<file path="src/rtl/wb_pkg.sv">
// Shared Wishbone B3 encodings and arbiter state type.
package wb_pkg;

   typedef enum logic [2:0] {
      CtiClassic = 3'b000,
      CtiConst   = 3'b001,
      CtiIncr    = 3'b010,
      CtiEob     = 3'b111
   } cti_e;

   typedef enum logic [1:0] {
      BteLinear = 2'b00,
      BteWrap4  = 2'b01,
      BteWrap8  = 2'b10,
      BteWrap16 = 2'b11
   } bte_e;

   typedef enum logic {
      StIdle,
      StBusy
   } arb_state_e;

endpackage

</file>
<file path="src/rtl/rr_pick.sv">
// Combinational round-robin picker: first requester after last_i, wrapping modulo NR_OF_WBM.
module rr_pick #(
   parameter int unsigned NR_OF_WBM = 4
) (
   input  logic [NR_OF_WBM-1:0]         req_i,
   input  logic [$clog2(NR_OF_WBM)-1:0] last_i,
   output logic [NR_OF_WBM-1:0]         pick_o,
   output logic                         any_o
);

   localparam int unsigned IW = $clog2(NR_OF_WBM);
   localparam logic [IW:0] NrW = NR_OF_WBM[IW:0];

   logic [IW:0]   sum;
   logic [IW-1:0] idx;

   always_comb begin
      pick_o = '0;
      any_o  = 1'b0;
      sum    = '0;
      idx    = '0;
      // Offset 1..N from last_i, so last_i itself is considered last.
      for (int unsigned i = 1; i <= NR_OF_WBM; i++) begin
         sum = {1'b0, last_i} + i[IW:0];
         if (sum >= NrW) begin
            sum = sum - NrW;
         end
         idx = sum[IW-1:0];
         if (!any_o && req_i[idx]) begin
            pick_o[idx] = 1'b1;
            any_o       = 1'b1;
         end
      end
   end

endmodule

</file>
<file path="src/rtl/wb_sdram_arbiter.sv">
// Round-robin Wishbone B3 arbiter merging NR_OF_WBM masters onto one SDRAM controller port.
module wb_sdram_arbiter
   import wb_pkg::*;
#(
   parameter int unsigned NR_OF_WBM = 4,
   parameter int unsigned AW        = 30,
   parameter int unsigned DW        = 32
) (
   input  logic                    clk,
   input  logic                    rst_n,
   input  logic [NR_OF_WBM*DW-1:0] m_dat_i,
   input  logic [NR_OF_WBM*AW-1:0] m_adr_i,
   input  logic [NR_OF_WBM*4-1:0]  m_sel_i,
   input  logic [NR_OF_WBM*3-1:0]  m_cti_i,
   input  logic [NR_OF_WBM*2-1:0]  m_bte_i,
   input  logic [NR_OF_WBM-1:0]    m_we_i,
   input  logic [NR_OF_WBM-1:0]    m_cyc_i,
   input  logic [NR_OF_WBM-1:0]    m_stb_i,
   output logic [DW-1:0]           m_dat_o,
   output logic [NR_OF_WBM-1:0]    m_ack_o,
   output logic [DW-1:0]           s_dat_o,
   output logic [AW-1:0]           s_adr_o,
   output logic [3:0]              s_sel_o,
   output logic [2:0]              s_cti_o,
   output logic [1:0]              s_bte_o,
   output logic                    s_we_o,
   output logic                    s_cyc_o,
   output logic                    s_stb_o,
   input  logic [DW-1:0]           s_dat_i,
   input  logic                    s_ack_i,
   output logic [NR_OF_WBM-1:0]    gnt_o
);

   localparam int unsigned IW         = $clog2(NR_OF_WBM);
   localparam int unsigned LastRstInt = NR_OF_WBM - 1;
   localparam logic [IW-1:0] LastRst  = LastRstInt[IW-1:0];

   arb_state_e             state_q;
   logic [NR_OF_WBM-1:0]   gnt_q;
   logic [IW-1:0]          gidx_q;
   logic [IW-1:0]          last_q;
   logic [IW-1:0]          pick_last;
   logic [IW-1:0]          pick_idx;
   logic [NR_OF_WBM-1:0]   pick;
   logic                   pick_any;

   // While busy the owner is the reference, so at release it ranks lowest.
   assign pick_last = (state_q == StBusy) ? gidx_q : last_q;

   rr_pick #(
      .NR_OF_WBM(NR_OF_WBM)
   ) u_rr_pick (
      .req_i (m_cyc_i),
      .last_i(pick_last),
      .pick_o(pick),
      .any_o (pick_any)
   );

   always_comb begin
      pick_idx = '0;
      for (int k = 0; k < NR_OF_WBM; k++) begin
         if (pick[k]) begin
            pick_idx = k[IW-1:0];
         end
      end
   end

   always_ff @(posedge clk or negedge rst_n) begin
      if (!rst_n) begin
         state_q <= StIdle;
         gnt_q   <= '0;
         gidx_q  <= '0;
         last_q  <= LastRst;
      end else begin
         unique case (state_q)
            StIdle: begin
               if (pick_any) begin
                  state_q <= StBusy;
                  gnt_q   <= pick;
                  gidx_q  <= pick_idx;
               end
            end
            StBusy: begin
               if (!m_cyc_i[gidx_q]) begin
                  last_q <= gidx_q;
                  if (pick_any) begin
                     gnt_q  <= pick;
                     gidx_q <= pick_idx;
                  end else begin
                     state_q <= StIdle;
                     gnt_q   <= '0;
                  end
               end
            end
            default: begin
               state_q <= StIdle;
               gnt_q   <= '0;
            end
         endcase
      end
   end

   assign gnt_o = gnt_q;

   always_comb begin
      s_dat_o = '0;
      s_adr_o = '0;
      s_sel_o = '0;
      s_cti_o = '0;
      s_bte_o = '0;
      s_we_o  = 1'b0;
      s_cyc_o = 1'b0;
      s_stb_o = 1'b0;
      for (int k = 0; k < NR_OF_WBM; k++) begin
         if (gnt_q[k]) begin
            s_dat_o = m_dat_i[k*DW +: DW];
            s_adr_o = m_adr_i[k*AW +: AW];
            s_sel_o = m_sel_i[k*4 +: 4];
            s_cti_o = m_cti_i[k*3 +: 3];
            s_bte_o = m_bte_i[k*2 +: 2];
            s_we_o  = m_we_i[k];
            s_cyc_o = m_cyc_i[k];
            s_stb_o = m_stb_i[k];
         end
      end
   end

   assign m_ack_o = {NR_OF_WBM{s_ack_i}} & gnt_q;
   assign m_dat_o = s_dat_i;

endmodule

</file>
<file path="config.mk">
export PLATFORM = sky130hd
export DESIGN_NAME = wb_sdram_arbiter
export DESIGN_NICKNAME = d
export VERILOG_FILES = /design/src/rtl/wb_pkg.sv /design/src/rtl/rr_pick.sv /design/src/rtl/wb_sdram_arbiter.sv
export SDC_FILE = /design/constraint.sdc
export NUM_CORES = 1
export LEC_CHECK = 0
export CELL_PAD_IN_SITES_DETAIL_PLACEMENT = 1
export CELL_PAD_IN_SITES_GLOBAL_PLACEMENT = 2
export CORE_MARGIN = 3
export CORE_UTILIZATION = 12
export DETAILED_ROUTE_END_ITERATION = 6
export GPL_ROUTABILITY_DRIVEN = 0
export GPL_TIMING_DRIVEN = 0
export PLACE_DENSITY_LB_ADDON = 0.08
export SLEW_MARGIN = 10
export SYNTH_ARGS = -nofsm -noshare
export SYNTH_HDL_FRONTEND = slang
export SYNTH_HIERARCHICAL = 1
export SYNTH_SLANG_ARGS = --single-unit
</file>
<file path="constraint.sdc">
create_clock -name clk -period 9.35 [get_ports clk]
set_clock_uncertainty 0.15 [all_clocks]
set_input_delay 1.87 -clock clk [delete_from_list [all_inputs] [get_ports clk]]
set_output_delay 1.87 -clock clk [all_outputs]
set_load 0.02 [all_outputs]
</file>
==> metrics.yaml, run 1 <==
status:
  status: "completed"
place:
  dpl-instance-area_um2: 8000
  portBuffers: 412
  dp.final_hpwl_um: 25900
  dp.cells: 1267
  dp_slack_ns: 3.61
timing:
  worstMarginPinSlew_ns: 0.944
  finalCritPeriodShare: 0.612
  relSlewSlack: 0.364
  slew_viol_final: 0
  fin_crit_ns: 5.72
  rsz0062_at_grt: "false"
  finalSetupViolations: 0
  hold-worst-slack_ns: 0.455
  final_hold_viol_count: 0
  max_freq_mhz: 175
  fin_ws_ns: 3.63
  setup_tns_ns: 0
final_layout:
  fin_area_um2: 8100
  drive_above_1_share: 0.0817
  fillCellCount: 3297
  utilization: 0.291
  instances_no_fill: 1278
  area_growth_pct: 138
  fin_nets: 1233
worst_setup_path:
  path_buf_inv: 2
  required_ns: 7.33
  crit_arrival_ns: 3.70
  cp_slowest_stage_delay_ns: 0.70
  critPathKind: "in2out"
  crit_slowest_cell: "clkdlybuf4s50_1"
  end_kind: "output pin"
  cpMostUsedCell: "clkdlybuf4s50_1"
  crit_family: "buffers and inverters"
  worstPathMaxFanout: 11
  startpoint_type: "primary input"
  path_cells: "clkdlybuf4s50_1, a221oi_1, o31ai_1, clkdlybuf4s50_1"
clock_network:
  cts_made_buffers: 3
  clk_pin_slew_ns: 0.04
  h-tree-depth: 1
  hold_buffers: 0
  clock_latency_ns: 0.23
  post_cts_buffers: 0
  root_buffer: "clkbuf_16"
  cts_tree: "done"
  cts_max_path_buffers: 2
  clock_sinks: 9
  post_cts_resized: 0
yosys:
  synth_xor_area_frac: 0
  synth_top_family_by_area: "compound AO/OA/AOI/OAI gates"
  synth_largest_area_cell: "a221oi_1"
  synth_area_per_cell_um2: 7.13
  ys_warn_count: 6
  synth_compound_area_frac: 0.412
  synth_common_cells: "80 x nand2_1, 73 x nor2b_1, 72 x a221oi_1, 72 x o31ai_1, 33 x buf_4"
  yosys_register_bits: 9
  yosys.area.top_type_share: 0.185
  netlist_instances: 477
  yosysUniqueCellTypes: 42
  synth_mux_area_frac: 0.0614
  async_flop_share: 1.00
  synth_fa_ha_area_frac: 0.0294
  synth_flop_cell: "dfrtp_1"
  synthSimpleGateAreaFrac: 0.261
  synthTopCellsByArea: "a221oi_1 19%, o31ai_1 16%, nor2b_1 13%"
  syn_area_um2: 3400
  synth_edf_count: 0
  synth_most_common_cell: "nand2_1"
  ys_seq_area_frac: 0.0669
  synth_nets: 816
grt:
  grt_use_total: 0.186
  antenna_found_initial: 18
  grt_pass1_vias: 5820
  grt_overflow: 0
  grt_max_degree: 12
  grt_pass1_wl_um: 42800
run:
  cap_violations: 0
floorplanning:
  initial_core_util: 0.122
  die_w_um: 174
  dieHeight_um: 174
  pin_count: 445
  dieArea_um2: 30400
  coreArea_um2: 27900
  rows: 61
worst_hold_path:
  worstHoldPathType: "reg2reg"
routing:
  drt_iter0_markers: 190
  antenna_left: 0
  vias: 5560
  avgRoutedWirePerCell_um: 23.9
  dr.pass1.iters: 7
  drc: 0
  routed_wl_um: 30500
  vias_per_cell: 4.35
power:
  leakagePower_nw: 2.87
  powerDensity_nw_per_um2: 236
  irDropWorstVdd_mv: 0.0855
  power_mw: 1.91
-- kinds of logic (layout without fill, tap and decap cells) --
group | after synthesis | after routing
muxes | 17 | 17
AOI/OAI and AO/OA | 174 | 174
other | 0 | 7
and+or+nand+nor | 173 | 173
adders and majority gates | 8 | 8
DFF | 9 | 9
buffers and inverters | 96 | 512
-- cells in the final DEF (no fill, tap or decap), types with 2 or more instances in the layout --
cell,n
dfrtp_1,7
nand2_1,80
a221oi_1,72
a221o_1,4
o21ai_0,4
a21o_1,2
clkdlybuf4s50_1,412
and2_1,4
nor2b_1,73
mux2_2,5
ha_1,8
buf_2,15
mux2i_1,9
diode_2,7
buf_4,33
a32o_1,3
o221ai_1,2
nand2b_1,4
nor2_1,2
a21oi_1,6
dfstp_2,2
nand4_1,2
clkbuf_16,3
o2bb2ai_1,2
clkbuf_1,28
a22o_1,2
buf_6,10
o31ai_1,72
inv_1,11
-- power breakdown --
| group | switching (mW) | leakage [nW] | total, mW | internal, mW |
|---|---|---|---|---|
| Clock | 0.0180 | 0.0382 | 0.0749 | 0.0569 |
| Sequential | 0.0160 | 0.107 | 0.0742 | 0.0582 |
| Combinational | 0.958 | 2.73 | 1.77 | 0.807 |
-- registers in the layout (all words and copies together) (netlist names) --
signal / count
gnt_o: 4
gidx_q: 2
last_q: 2
state_q: 1
-- path summary, 6_finish.rpt --
path / from / endpoint / slack (ns) / depth (start not counted)
min in group asynchronous: rst_n / gidx_q[0] / 1.80 / 1
min reg2reg: gidx_q[0] / last_q[0] / 0.46 / 1
max: m_cyc_i[1] / s_cyc_o / 3.63 / 4
min: gidx_q[0] / last_q[0] / 0.46 / 1
max reg2reg: last_q[0] / gidx_q[0] / 5.29 / 11
max in group asynchronous: rst_n / last_q[1] / 6.92 / 1
-- worst register-to-register path, delay by kind of cell, from the launching register on --
family | cells | cell delay, ns
buf+inv | 3 | 0.50
flops | 1 | 0.52
mux | 1 | 0.27
fa+ha+maj | 1 | 0.52
compound gates | 6 | 1.96
-- final cells by class --
type                    count  area (µm²)  share of cell area
repair buffers            412        4120               0.509
multi-input cells         372        2600               0.321
plain buffers              85         537              0.0663
well taps                 378         473              0.0584
flip-flops and latches      9         228              0.0281
clock buffers               4        78.8             0.00974
inverters                  11        41.3             0.00510
diodes                      7        17.5             0.00216
-- layer usage --
metal | wire (µm) | track usage
met2 | 15900 | 0.344
met4 | 651 | 0.0405
met1 | 11500 | 0.207
met3 | 2310 | 0.0601
met5 | 156 | 0
(Power assumes the default switching activity.)
==> inputs of run 2 (changes only) <==
--- a/config.mk
+++ b/config.mk
@@ -8,7 +8,7 @@
 export CELL_PAD_IN_SITES_DETAIL_PLACEMENT = 1
 export CELL_PAD_IN_SITES_GLOBAL_PLACEMENT = 2
 export CORE_MARGIN = 3
-export CORE_UTILIZATION = 12
+export CORE_UTILIZATION = 11
 export DETAILED_ROUTE_END_ITERATION = 6
 export GPL_ROUTABILITY_DRIVEN = 0
 export GPL_TIMING_DRIVEN = 0
==> constraint.sdc (replaced) <==
create_clock -name clk -period 5.75 [get_ports clk]
set_clock_uncertainty 0.15 [all_clocks]
set_input_delay 1.15 -clock clk [delete_from_list [all_inputs] [get_ports clk]]
set_output_delay 1.15 -clock clk [all_outputs]
set_load 0.02 [all_outputs]
==> run 2 against run 1 <==
Compared with the run above: setup slack worse by 2.1 ns; non-clock buffer count unchanged; total power grew 63%; critical endpoint unchanged; core utilization fell by 2.1 points.
==> metrics.yaml, run 2 (synthesized netlist as in run 1, its figures left out) <==
final_layout:
  fillCellCount: 3545  # +7.5%
  regArea_um2: 228  # unchanged
  largest_reg_flops: 4  # unchanged
  multi_input_area_um2: 2600  # unchanged
  final_common_cell: "clkdlybuf4s50_1"
  fin_nets: 1233  # unchanged
  layout_common_cells: "412 x clkdlybuf4s50_1, 80 x nand2_1, 73 x nor2b_1, 72 x a221oi_1, 72 x o31ai_1"
  utilization: 0.270  # -0.0207
  area_growth_pct: 138
  drive_above_1_share: 0.0817  # unchanged
power:
  power_mw: 3.11  # +63%
  powerDensity_nw_per_um2: 384  # +62%
  leakagePower_nw: 2.87  # about the same
  irDropWorstVdd_mv: 0.117  # +37%
routing:
  drt_iter0_markers: 227  # +19%
  antenna_left: 0  # unchanged
  wl_met2_um: 17200  # +8.6%
  wl_met1_um: 12500  # +8.5%
  vias: 5615  # +0.99%
  vias_per_cell: 4.36  # +0.21%
  top_layer: "met5"
  dr.pass1.iters: 5  # -2
  drc: 0  # unchanged
  wl_met3_um: 1860  # -20%
  routed_wl_um: 31900  # +4.7%
  avgRoutedWirePerCell_um: 24.8  # +3.9%
floorplanning:
  pin_count: 445  # unchanged
  dieArea_um2: 33100  # +8.8%
  die_w_um: 182  # +4.3%
  rows: 63  # +3.3%
  initial_core_util: 0.113  # -0.00884
  dieHeight_um: 182  # +4.3%
  coreArea_um2: 30000  # +7.8%
timing:
  hold-worst-slack_ns: 0.458  # +0.00264 ns
  final_hold_viol_count: 0  # unchanged
  slew_viol_final: 0  # unchanged
  max_freq_mhz: 236
  finalSetupViolations: 0  # unchanged
  setup_tns_ns: 0  # unchanged
  worstMarginPinSlew_ns: 0.914  # -0.0296 ns
  relSlewSlack: 0.384  # +0.0200
  fin_crit_ns: 4.24
  rsz0062_at_grt: "false"
  finalCritPeriodShare: 0.737
clock_network:
  clk_pin_slew_ns: 0.04  # about the same
  h-tree-depth: 1  # unchanged
  clock_sinks: 9  # unchanged
  cts_max_path_buffers: 2  # unchanged
  clock_latency_ns: 0.23  # about the same
  cts_made_buffers: 3  # unchanged
  cts_tree: "done"
  hold_buffers: 0  # unchanged
  post_cts_buffers: 0  # unchanged
  post_cts_resized: 0  # unchanged
  root_buffer: "clkbuf_16"
worst_setup_path:
  required_ns: 4.45  # -2.88 ns
  crit_arrival_ns: 2.94  # -0.76 ns
  r2r_end: "gidx_q[0]"
  worstPathMaxFanout: 11  # unchanged
  startpoint_type: "primary input"
  end_kind: "output pin"
  critPathKind: "in2out"
  rrSetupSlack_ns: 1.74  # -3.55 ns
  critPathLaunch: "m_cyc_i[1]"
  worstSetupEndpoint: "s_cyc_o"
  r2r_cells: 11  # unchanged
  r2r_start: "last_q[0]"
grt:
  grt_use_total: 0.181  # -0.00544
  antenna_found_initial: 11  # -7
  grt_pass1_vias: 5992  # +3.0%
  grt_max_degree: 12  # unchanged
  grt_overflow: 0  # unchanged
  grt_pass1_wl_um: 45100  # +5.3%
place:
  portBuffers: 412  # unchanged
  dp.final_hpwl_um: 27000  # +4.4%
status:
  status: "completed"
run:
  cap_violations: 0  # unchanged
worst_hold_path:
  worstHoldPathType: "reg2reg"
[run 2: worst min-delay path by stage]
| stage | cells past startpoint | slack [ns] | start | to |
|---|---|---|---|---|
| after global routing | 1 | 0.48 | last_q[1] | last_q[1] |
| after global placement | 1 | 0.43 | gidx_q[0] | last_q[0] |
| after CTS | 1 | 0.45 | gidx_q[0] | last_q[0] |
| after floorplan | 1 | 0.38 | gidx_q[0] | last_q[0] |
| final | 1 | 0.46 | gidx_q[0] | last_q[0] |
| after detailed placement | 1 | 0.44 | gidx_q[0] | last_q[0] |
[run 2: per-layer routing]
| layer | vias up | GRT usage |
|---|---|---|
| li1 | 2635 | - |
| met1 | 2751 | 0.210 |
| met2 | 191 | 0.341 |
| met3 | 26 | 0.0427 |
| met4 | 12 | 0.0259 |
| met5 | - | 0 |
[run 2: power breakdown]
group	switching (mW)	internal, mW	total, mW
combinational	1.55	1.31	2.87
clock	0.0294	0.0926	0.122
sequential	0.0270	0.0947	0.122
[run 2: area by class of cell]
class | count | share of cell area
antenna | 5 | 0.00154
sequential | 9 | 0.0281
inverter | 11 | 0.00509
timing repair buffer | 412 | 0.509
tap | 390 | 0.0602
multi-input combinational | 372 | 0.320
buffer | 85 | 0.0662
clock buffer | 4 | 0.00973
[run 2: per-stage QoR]
| stage | instances | worst slack, ns | cell area [µm²] |
|---|---|---|---|
| 2_1_floorplan | 477 | 2.57 | 3400 |
| 3_3_place_gp | 1279 | 1.54 | 8010 |
| 3_5_place_dp | 1279 | 1.53 | 8010 |
| 4_1_cts | 1283 | 1.51 | 8090 |
| 5_1_grt | 1287 | 1.28 | 8100 |
| 6_report | 1288 | 1.51 | 8110 |
[run 2: critical path: stages]
cell and delay (ns):
clkdlybuf4s50_1 0.70, a221oi_1 0.18, o31ai_1 0.26, clkdlybuf4s50_1 0.65
==> inputs of run 3 (changes only) <==
--- a/config.mk
+++ b/config.mk
@@ -8,7 +8,7 @@
 export CELL_PAD_IN_SITES_DETAIL_PLACEMENT = 1
 export CELL_PAD_IN_SITES_GLOBAL_PLACEMENT = 2
 export CORE_MARGIN = 3
-export CORE_UTILIZATION = 11
+export CORE_UTILIZATION = 10
 export DETAILED_ROUTE_END_ITERATION = 6
 export GPL_ROUTABILITY_DRIVEN = 0
 export GPL_TIMING_DRIVEN = 0
==> constraint.sdc (replaced) <==
create_clock -name clk -period 3.7 [get_ports clk]
set_clock_uncertainty 0.15 [all_clocks]
set_input_delay 0.74 -clock clk [delete_from_list [all_inputs] [get_ports clk]]
set_output_delay 0.74 -clock clk [all_outputs]
set_load 0.02 [all_outputs]
==> run 3 against run 2 <==
Compared with the run above: sequential share of layout area about the same; clock power up 57%; routed wire length up 1.1%; core utilization down 2.2 points; largest cell class unchanged; register-to-register slack worse by 1.5 ns.
==> metrics.yaml, run 3 (synthesized netlist as in run 1, its figures left out) <==
floorplanning:
  dieHeight_um: 190  # +4.7%
  initial_core_util: 0.103  # -0.0103
  rows: 66  # +4.8%
  pin_count: 445  # unchanged
  die_w_um: 190  # +4.7%
  dieArea_um2: 36300  # +9.7%
  coreArea_um2: 33000  # +10%
timing:
  finalSetupViolations: 0  # unchanged
  setup_tns_ns: 0  # unchanged
  hold-worst-slack_ns: 0.453  # -0.00479 ns
  relSlewSlack: 0.591  # +0.207
  rsz0062_at_grt: "false"
  max_freq_mhz: 280
  finalCritPeriodShare: 0.965
  fin_crit_ns: 3.57
  worstMarginPinSlew_ns: 0.614  # -0.301 ns
  slew_viol_final: 0  # unchanged
  final_hold_viol_count: 0  # unchanged
power:
  leakagePower_nw: 2.88  # +0.11%
  p_switching_mw: 2.51  # +56%
  intPower_mw: 2.33  # +56%
  seqPwrFrac: 0.040  # about the same
  clkPwrFrac: 0.040  # about the same
  power_frac_comb: 0.921  # about the same
  irDropWorstVdd_mv: 0.236  # +100%
  p_sw_frac: 0.519  # +0.000583
  powerDensity_nw_per_um2: 592  # +54%
run:
  cap_violations: 0  # unchanged
clock_network:
  clk_pin_slew_ns: 0.04  # about the same
  clock_sinks: 9  # unchanged
  clock_latency_ns: 0.23  # about the same
  h-tree-depth: 1  # unchanged
  hold_buffers: 0  # unchanged
  cts_max_path_buffers: 2  # unchanged
  cts_tree: "done"
  root_buffer: "clkbuf_16"
  cts_made_buffers: 3  # unchanged
routing:
  drt_iter0_markers: 197  # -13%
  drc: 0  # unchanged
  vias: 5514  # -1.8%
  antenna_left: 0  # unchanged
  routed_wl_um: 32300  # +1.1%
  dr.pass1.iters: 4  # -1
  avgRoutedWirePerCell_um: 24.1  # -2.9%
  vias_per_cell: 4.11  # -5.7%
worst_setup_path:
  worstPathMaxFanout: 10  # -1
  crit_slowest_cell: "clkdlybuf4s50_1"
  startpoint_type: "flop"
  r2r_cells: 11  # unchanged
  end_kind: "output pin"
  required_ns: 2.81  # -1.64 ns
  crit_arrival_ns: 2.68  # -0.26 ns
  path_cells: "buf_2, clkbuf_1, a221oi_1, o31ai_1, clkdlybuf4s50_1"
  critPathKind: "reg2out"
  cp_slowest_stage_delay_ns: 0.70  # about the same
place:
  dp.final_hpwl_um: 27200  # +0.64%
  dp.cells: 1331  # +4.1%
  portBuffers: 412  # unchanged
final_layout:
  largest_reg_flops: 4  # unchanged
  fin_nets: 1233  # unchanged
  area_growth_pct: 140
  final_common_cell: "clkdlybuf4s50_1"
  drive_above_1_share: 0.0851  # +0.00336
  fillCellCount: 3950  # +11%
  instances_no_fill: 1341  # +4.1%
  utilization: 0.248  # -0.0223
  layout_common_cells: "412 x clkdlybuf4s50_1, 80 x nand2_1, 73 x nor2b_1, 72 x a221oi_1, 72 x o31ai_1"
grt:
  antenna_found_initial: 12  # +1
  grt_max_degree: 12  # unchanged
  grt_pass1_vias: 5709  # -4.7%
  grt_overflow: 0  # unchanged
  grt_pass1_wl_um: 44200  # -2.1%
  grt_use_total: 0.165  # -0.0155
worst_hold_path:
  hold_depth: 1  # unchanged
  worstHoldPathType: "reg2reg"
status:
  status: "completed"
run 3: cell types whose count changed in the layout (fill, tap and decap cells not counted), sizes merged:
cell | previous run | this run
diode | 5 | 6
run 3: repair_timing:
| item | CTS | global route |
|---|---|---|
| setup endpoints to repair | 8 | 1 |
| setup buffers | 0 | 0 |
| gates resized for setup | 3 | 2 |
run 3: power groups by stage:
stage	Combinational (mW)	Clock, mW	Sequential, mW
after global routing	4.77	0.204	0.201
after detailed placement	4.55	0	0.198
final	4.46	0.192	0.192
after floorplan	2.37	0	0.188
after CTS	4.57	0.198	0.198
after global placement	4.60	0	0.195
run 3: worst max-delay path: cells and delay by family (launching register included):
family,cells,cell delay (ns)
AOI/OAI and AO/OA,2,0.61
buffers and inverters,3,1.46
DFF,1,0.37
run 3: routing by layer:
metal	vias up	routed length (µm)	track usage
li1	2634	-	-
met3	32	2460	0.0494
met4	16	366	0.0200
met1	2628	12600	0.192
met5	-	92	0
met2	204	16700	0.306
run 3: final cells by class:
type / instances / area [µm²] / share of cell area
Sequential cell: 9 / 229 / 0.0280
Inverter: 11 / 41.3 / 0.00505
Multi-Input combinational cell: 372 / 2600 / 0.318
Clock buffer: 4 / 78.8 / 0.00964
Tap cell: 442 / 553 / 0.0676
Timing Repair Buffer: 412 / 4120 / 0.504
Antenna cell: 6 / 15.0 / 0.00184
Buffer: 85 / 538 / 0.0658
run 3: final timing paths:
check | slack [ns] | end | start
min reg2reg | 0.45 | last_q[0] | gidx_q[0]
max reg2reg | 0.27 | gidx_q[0] | last_q[0]
max | 0.13 | s_adr_o[26] | gnt_o[1]
min in group asynchronous | 0.67 | gidx_q[0] | rst_n
min | 0.45 | last_q[0] | gidx_q[0]
max in group asynchronous | 2.39 | gnt_o[2] | rst_n
run 3: stage by stage:
stage,power [mW],cell area (µm²),setup WS [ns]
floorplan,2.56,3400,0.515
detailed placement,4.74,8080,-0.360
global placement,4.79,8080,-0.384
global route,5.18,8170,0.00555
CTS,4.96,8160,0.0222
finish,4.85,8180,0.129
